$ cat config.mk
export PLATFORM = sky130hd
export DESIGN_NAME = pipelined_barrel_shifter
export DESIGN_NICKNAME = d
export VERILOG_FILES = /design/src/rtl/pipelined_barrel_shifter.sv
export SDC_FILE = /design/constraint.sdc
export NUM_CORES = 1
export LEC_CHECK = 0
export ABC_CLOCK_PERIOD_IN_PS = 2300
export CORE_ASPECT_RATIO = 1.75
export CORE_MARGIN = 2
export CORE_UTILIZATION = 50
export DETAILED_ROUTE_END_ITERATION = 6
export GPL_TIMING_DRIVEN = 1
export PLACE_DENSITY = 0.71
export SLEW_MARGIN = 20
export SYNTH_ARGS = -nofsm -noshare
export SYNTH_HDL_FRONTEND = slang
export SYNTH_SLANG_ARGS = --single-unit
$ cat constraint.sdc
create_clock -name clk -period 2.3 [get_ports clk]
set_input_delay 0.345 -clock clk [delete_from_list [all_inputs] [get_ports clk]]
set_output_delay 0.345 -clock clk [all_outputs]
set_load 0.01 [all_outputs]
$ cat src/rtl/pipelined_barrel_shifter.sv
`timescale 1ns/1ps
`default_nettype none
// ============================================================================
// Module   : pipelined_barrel_shifter
// Purpose  : Valid/ready pipelined barrel shifter (LSL/LSR/ASR/ROL/ROR) with
//            carry-out, illegal-op flag and a sideband tag.
// Revision : 1.0 - initial release
// ============================================================================
module pipelined_barrel_shifter #(
    parameter int WIDTH     = 32,
    parameter int REG_EVERY = 1,
    parameter int TAGW      = 4
) (
    input  logic                      clk,
    input  logic                      rst_n,
    input  logic                      in_valid,
    output logic                      in_ready,
    input  logic [WIDTH-1:0]          in_data,
    input  logic [$clog2(WIDTH)-1:0]  in_shamt,
    input  logic [2:0]                in_op,
    input  logic [TAGW-1:0]           in_tag,
    output logic                      out_valid,
    input  logic                      out_ready,
    output logic [WIDTH-1:0]          out_data,
    output logic                      out_carry,
    output logic                      out_err,
    output logic [TAGW-1:0]           out_tag
);

    localparam int SHW = $clog2(WIDTH);
    localparam int LAT = (SHW + REG_EVERY - 1) / REG_EVERY;

    localparam logic [2:0] c_OP_LSL = 3'd0;
    localparam logic [2:0] c_OP_LSR = 3'd1;
    localparam logic [2:0] c_OP_ASR = 3'd2;
    localparam logic [2:0] c_OP_ROL = 3'd3;
    localparam logic [2:0] c_OP_ROR = 3'd4;

    logic w_adv;
    logic w_in_err;

    assign w_in_err = (in_op > c_OP_ROR);
    assign w_adv    = ~out_valid | out_ready;
    assign in_ready = w_adv;

    // One power-of-two step; the carry of the last active step is the last
    // bit shifted out of the whole operation.
    function automatic logic [WIDTH:0] f_stage(
        input logic [WIDTH-1:0] d,
        input logic             c,
        input logic [2:0]       op,
        input logic             en,
        input int               n
    );
        logic [WIDTH-1:0] w_l;
        logic [WIDTH-1:0] w_r;
        logic [WIDTH-1:0] w_a;
        w_l     = d << (n - 1);
        w_r     = d >> (n - 1);
        w_a     = $signed(d) >>> n;
        f_stage = {c, d};
        if (en) begin
            case (op)
                c_OP_LSL: f_stage = {w_l[WIDTH-1], d << n};
                c_OP_LSR: f_stage = {w_r[0], d >> n};
                c_OP_ASR: f_stage = {w_r[0], w_a};
                c_OP_ROL: f_stage = {1'b0, (d << n) | (d >> (WIDTH - n))};
                c_OP_ROR: f_stage = {1'b0, (d >> n) | (d << (WIDTH - n))};
                default:  f_stage = {c, d};
            endcase
        end
    endfunction

    for (genvar k = 0; k < SHW; k++) begin : g_stage
        localparam int G = k / REG_EVERY;
        logic [WIDTH-1:0] w_si;
        logic             w_ci;
        logic [2:0]       w_op;
        logic             w_bit;
        logic             w_err;
        logic [WIDTH:0]   w_res;
        logic [WIDTH-1:0] w_so;
        logic             w_co;

        if (G == 0) begin : g_meta_in
            assign w_op  = in_op;
            assign w_bit = in_shamt[k];
            assign w_err = w_in_err;
        end else begin : g_meta_reg
            assign w_op  = g_slot[G-1].g_meta.r_op;
            assign w_bit = g_slot[G-1].g_meta.r_shamt[k];
            assign w_err = g_slot[G-1].r_err;
        end

        if (k == 0) begin : g_src_in
            assign w_si = in_data;
            assign w_ci = 1'b0;
        end else if (k % REG_EVERY == 0) begin : g_src_reg
            assign w_si = g_slot[G-1].r_data;
            assign w_ci = g_slot[G-1].r_carry;
        end else begin : g_src_prev
            assign w_si = g_stage[k-1].w_so;
            assign w_ci = g_stage[k-1].w_co;
        end

        assign w_res = f_stage(w_si, w_ci, w_op, w_bit & ~w_err, 1 << k);
        assign w_so  = w_res[WIDTH-1:0];
        assign w_co  = w_res[WIDTH];
    end

    for (genvar j = 0; j < LAT; j++) begin : g_slot
        localparam int E = ((j + 1) * REG_EVERY < SHW) ? ((j + 1) * REG_EVERY - 1) : (SHW - 1);
        logic             r_valid;
        logic [WIDTH-1:0] r_data;
        logic             r_carry;
        logic             r_err;
        logic [TAGW-1:0]  r_tag;

        always_ff @(posedge clk or negedge rst_n) begin
            if (!rst_n) begin
                r_data  <= '0;
                r_carry <= 1'b0;
            end else if (w_adv) begin
                r_data  <= g_stage[E].w_so;
                r_carry <= g_stage[E].w_co;
            end
        end

        if (j == 0) begin : g_head
            always_ff @(posedge clk or negedge rst_n) begin
                if (!rst_n) begin
                    r_valid <= 1'b0;
                    r_err   <= 1'b0;
                    r_tag   <= '0;
                end else if (w_adv) begin
                    r_valid <= in_valid;
                    r_err   <= w_in_err;
                    r_tag   <= in_tag;
                end
            end
        end else begin : g_body
            always_ff @(posedge clk or negedge rst_n) begin
                if (!rst_n) begin
                    r_valid <= 1'b0;
                    r_err   <= 1'b0;
                    r_tag   <= '0;
                end else if (w_adv) begin
                    r_valid <= g_slot[j-1].r_valid;
                    r_err   <= g_slot[j-1].r_err;
                    r_tag   <= g_slot[j-1].r_tag;
                end
            end
        end

        // Only the shift-amount bits still to be consumed travel onward.
        if (j < LAT - 1) begin : g_meta
            logic [2:0]       r_op;
            logic [SHW-1:E+1] r_shamt;
            if (j == 0) begin : g_meta_in
                always_ff @(posedge clk or negedge rst_n) begin
                    if (!rst_n) begin
                        r_op    <= '0;
                        r_shamt <= '0;
                    end else if (w_adv) begin
                        r_op    <= in_op;
                        r_shamt <= in_shamt[SHW-1:E+1];
                    end
                end
            end else begin : g_meta_prev
                always_ff @(posedge clk or negedge rst_n) begin
                    if (!rst_n) begin
                        r_op    <= '0;
                        r_shamt <= '0;
                    end else if (w_adv) begin
                        r_op    <= g_slot[j-1].g_meta.r_op;
                        r_shamt <= g_slot[j-1].g_meta.r_shamt[SHW-1:E+1];
                    end
                end
            end
        end
    end

    assign out_valid = g_slot[LAT-1].r_valid;
    assign out_data  = g_slot[LAT-1].r_data;
    assign out_carry = g_slot[LAT-1].r_carry;
    assign out_err   = g_slot[LAT-1].r_err;
    assign out_tag   = g_slot[LAT-1].r_tag;

endmodule
`default_nettype wire
# Word level (Yosys, flattened, before mapping)
# Index checks and enable logic that the tools add are counted.
# totals
regBits,217
in_bits,48
word_cells,91
out_inout_bits,40
# classes
n_eq_ne,20
magnitude_cmp,1
n_reduce_logical,6
bitwise,21
mux,10
# ops
operator,count
$pmux W33 S5,4
$mux W33,5
$pmux W33 S4,1
$or A16 B32 Y32,1
$or A24 B32 Y32,1
$or A28 B32 Y32,1
$or A30 B32 Y32,1
$or A31 B32 Y32,1
$or A32 B1 Y32,1
$or A32 B2 Y32,1
$or A32 B4 Y32,1
$or A32 B8 Y32,1
$eq A3 B2 Y1 const B,10
$eq A3 B1 Y1 const B,5
$eq A3 B3 Y1 const B,5
$logic_not A3 Y1,5
$not A1 Y1,6
$and A1 B1 Y1,5
$gt A3 B3 Y1 const B,1
$reduce_or A2 Y1,1
$or A1 B1 Y1,1

# Logic depth before layout (Yosys ltp)
# depth
ltp_word,4
depth_mapped,8
depth_no_buf,5

# Worst setup path after synthesis
# No wires, ideal clock.
# synth_path
path_type,register to register
from,register g_slot[3].g_meta.r_op[0]
to,"register g_slot[4].r_data[10], in the netlist out_data[10]"
setup_time_ps,123
t_arrival_ps,1489
slack_ps,688
required_time_ps,2177
path_stages_with_launch,8
n_path_buf,3
synth_period_minus_slack_ps,1612
path_cell_list,dfrtp_1 > buf_6 > or3_1 > and3_1 > buf_6 > buf_6 > a221oi_2 > nor2_1
# synth_between
elab_chain_cells,4
word_cells_on_any_way,8
cone_classes,eq/ne (4); mux (2); reduce/logical (2)
# synth_rtl
item,line_no,source
from (decl),157,logic [2:0] r_op;
from (signal assigned),175,r_op <= g_slot[j-1].g_meta.r_op;
$eq A3 B3 Y1 or $eq A3 B2 Y1 (tied branches),63,case (op)
$reduce_or A2 Y1 (no source line),-,
$pmux W33 S4 (*),63,
$mux W33 (*),62,if (en) begin
to (signal assigned),124,r_data <= g_stage[E].w_so;
to (decl),114,logic [WIDTH-1:0] r_data;
# Every way passes the cells marked *; elsewhere a longest branch is shown, timed or not.
# A chain may end at the register's enable or synchronous reset.

# Worst setup path after layout
# layout_path
from,"register g_slot[4].r_valid, in the netlist out_valid"
to,output port in_ready
# layout_between
elab_chain_cells,2
# layout_rtl
item,line_no,source
from (decl),113,logic r_valid;
from (signal assigned),148,r_valid <= g_slot[j-1].r_valid;
$not A1 Y1,43,assign w_adv = ~out_valid | out_ready;
$or A1 B1 Y1,43,
to (decl),17,"output logic in_ready,"
# Every way passes these cells.

==> impl_metrics.ini <==
[outcome]
status = completed

[setup_path]
slowest_delay_ns = 0.49
r2r_end = g_slot[3].r_data[0]
worstPathArrival_ns = 1.67
critPathLaunch = out_valid
cp_num_cells = 3
worstReg2RegStart = g_slot[2].g_meta.r_op[0]
path_cells = nor2b_4, inv_4, clkdlybuf4s50_1
rrSetupSlack_ns = 0.35
critPathBufInv = 2
cp_slowest_cell = clkdlybuf4s50_1
critPathCapture = in_ready
startpoint_type = flop
crit_fanout = 3
critPathRequiredTime_ns = 1.96
crit_family = buffers and inverters
crit_type = reg2out
reg2reg_depth = 4
endpoint_kind = primary output

[timing]
fin_crit_sh = 0.875
rsz0062_at_grt = no
fin_crit_ns = 2.01
slew_violations = 0
worstMarginPinSlew_ns = 0.974
fmax_mhz = 497
fin_tns_setup_ns = 0
setup_ws_ns = 0.288
finalSetupViolCount = 0
skew_ns = 0.0170
hold_viol_final = 0
max_slew_margin = 0.350

[die]
die_w_um = 123
dieArea_sq_um = 26000
rows = 76
die_height_um = 212
num_io_pins = 88
core-area_sq_um = 24400
initial_core_util = 0.505

[yosys]
synthXorXnorAreaFrac = 0.00416
syn-instance-count = 1418
syn_avg_cell_area_sq_um = 8.71
synth.area.mux_share = 0.0154
synthSimpleGateAreaFrac = 0.172
yosysWarningCount = 0
yosysTopAreaCellShare = 0.440
async_reset_ff_frac = 1.00
ys_top_cells_by_area = dfrtp_1, nand2_1, o21ai_0
yosys.cell_types.count = 48
synth_nets = 1466
yosys.cell_count.top_type = nand2_1
synth_fa_ha_area_frac = 0
yosysTopAreaCell = dfrtp_1
synth-compound-area-share = 0.310
syn_area_sq_um = 12300
synthTopCellsByCount = nand2_1, dfrtp_1, o21ai_0, a221oi_1, clkbuf_1
ys_ff_latch = 217
synth_edf_count = 0
synth_top_family_by_area = compound AO/OA/AOI/OAI gates
synthFlopType = dfrtp_1
ys_seq_area_frac = 0.440

[route]
wl_per_cell_um = 18.6
finalWirelength_um = 32600
vias = 10770
drtPass1Iterations = 5
drtIter0Drc = 639
vias_per_cell = 6.15
drc = 0
antenna_left = 0

[clock_tree]
ctsHtreeMaxLevel = 1
clockBufferDepth = 3
path_clk_slew_ns = 0.06
cts_root_buffer = clkbuf_16
cts_sinks = 217
cts_tree = built
insertion_delay_ns = 0.52
cts_setup_buffers = 0
numCtsBuffers = 21

[grt]
grt_first_pass_wirelength_um = 54600
grt_overflow_total = 0
antenna_found_initial = 0
track_usage = 0.257
grt_pass1_vias = 10646
grt_max_degree = 154

[cells_and_area]
final_util = 0.575
final-seq-area_sq_um = 5430
antenna_cells = 0
nets = 1472
syn_to_final_growth_pct = 13.8
fill_cells = 2218
drive_above_1_share = 0.0723
multi_input_area_sq_um = 6210

[run]
maxCapViolCount = 0

[placed_design]
pre_cts_slack_ns = 0.199
gp_congestion = 0.969
place_hpwl_um = 22600
port_buffers = 87

[power_and_ir_drop]
ir_worst_vdd_v = 0.000601
powerDensity_nw_per_um2 = 1430
power_leakage_nw = 5.91

[worst_hold_path]
worst_hold_path_type = in2async
## state kept, by name (all words and copies together) (netlist names)
signal                 cells
out_valid                  1
g_slot.g_meta.r_op        12
g_slot.r_carry             4
g_slot.r_valid             4
g_slot.r_tag              16
out_err                    1
g_slot.r_err               4
out_carry                  1
out_tag                    4
out_data                  32
g_slot.r_data            128
g_slot.g_meta.r_shamt     10
## report_power, final
part | internal, mW | switching [mW]
Clock | 1.97 | 1.46
Combinational | 3.93 | 5.09
Sequential | 5.63 | 2.02
Total | 11.5 | 8.58
## per-stage QoR
stage / hold slack, ns / instance area [sq um] / power [mW] / instances
after CTS: 0.325 / 14100 / 20.1 / 1750
final: 0.315 / 14100 / 20.1 / 1750
after detailed placement: 0.290 / 13400 / 16.7 / 1712
after global placement: 0.291 / 13400 / 16.4 / 1712
after floorplan: 0.0494 / 12300 / 13.8 / 1418
after global routing: 0.345 / 14100 / 21.6 / 1750
## area by class of cell
cell class / count / area share
Clock buffer: 32 / 0.0439
Clock inverter: 5 / 0.00427
Inverter: 8 / 0.00231
Tap cell: 312 / 0.0278
Timing Repair Buffer: 129 / 0.0937
Multi-Input combinational cell: 1047 / 0.442
Sequential cell: 217 / 0.386
## routing by layer
metal / up-vias / track usage / share of wire
met3: 80 / 0.0280 / 0.037
met2: 330 / 0.474 / 0.55
li1: 5181 / - / -
met1: 5179 / 0.290 / 0.38
met4: 0 / 0.121 / 0.041
met5: - / 0 / 0
## cells in the final DEF (no fill, tap or decap), types with 20 or more instances in the layout
cell type / n
o21ai_0: 183
nor2_1: 75
a21o_1: 70
nand2_1: 283
and3_1: 20
a211oi_1: 20
dfrtp_1: 217
a21oi_1: 27
o21ai_1: 47
o221ai_1: 22
a221oi_1: 81
clkdlybuf4s50_1: 86
buf_4: 31
clkbuf_16: 21
nor3b_1: 21
and2_1: 24
## kinds of logic after synthesis
family | Yosys count
AND/OR/NAND/NOR | 473
multiplexers | 19
flip-flops | 217
XOR/XNOR | 5
buffers and inverters | 154
AO/OA/AOI/OAI | 550
## worst min path at each step
stage | startpoint | slack (ns) | to | depth (start not counted)
after global placement | rst_n | 0.29 | g_slot[3].g_meta.r_op[1] | 1
after floorplan | rst_n | 0.05 | g_slot[0].g_meta.r_op[0] | 0
final | rst_n | 0.32 | out_tag[2] | 2
after global routing | rst_n | 0.35 | out_tag[2] | 2
after detailed placement | rst_n | 0.29 | out_tag[2] | 1
after CTS | rst_n | 0.33 | out_tag[2] | 2
## repair_timing
action,CTS,global route
hold endpoints to repair,35,0
hold buffers,1,0
resized for setup,0,0
No activity file was read; power rests on OpenSTA's default activity.
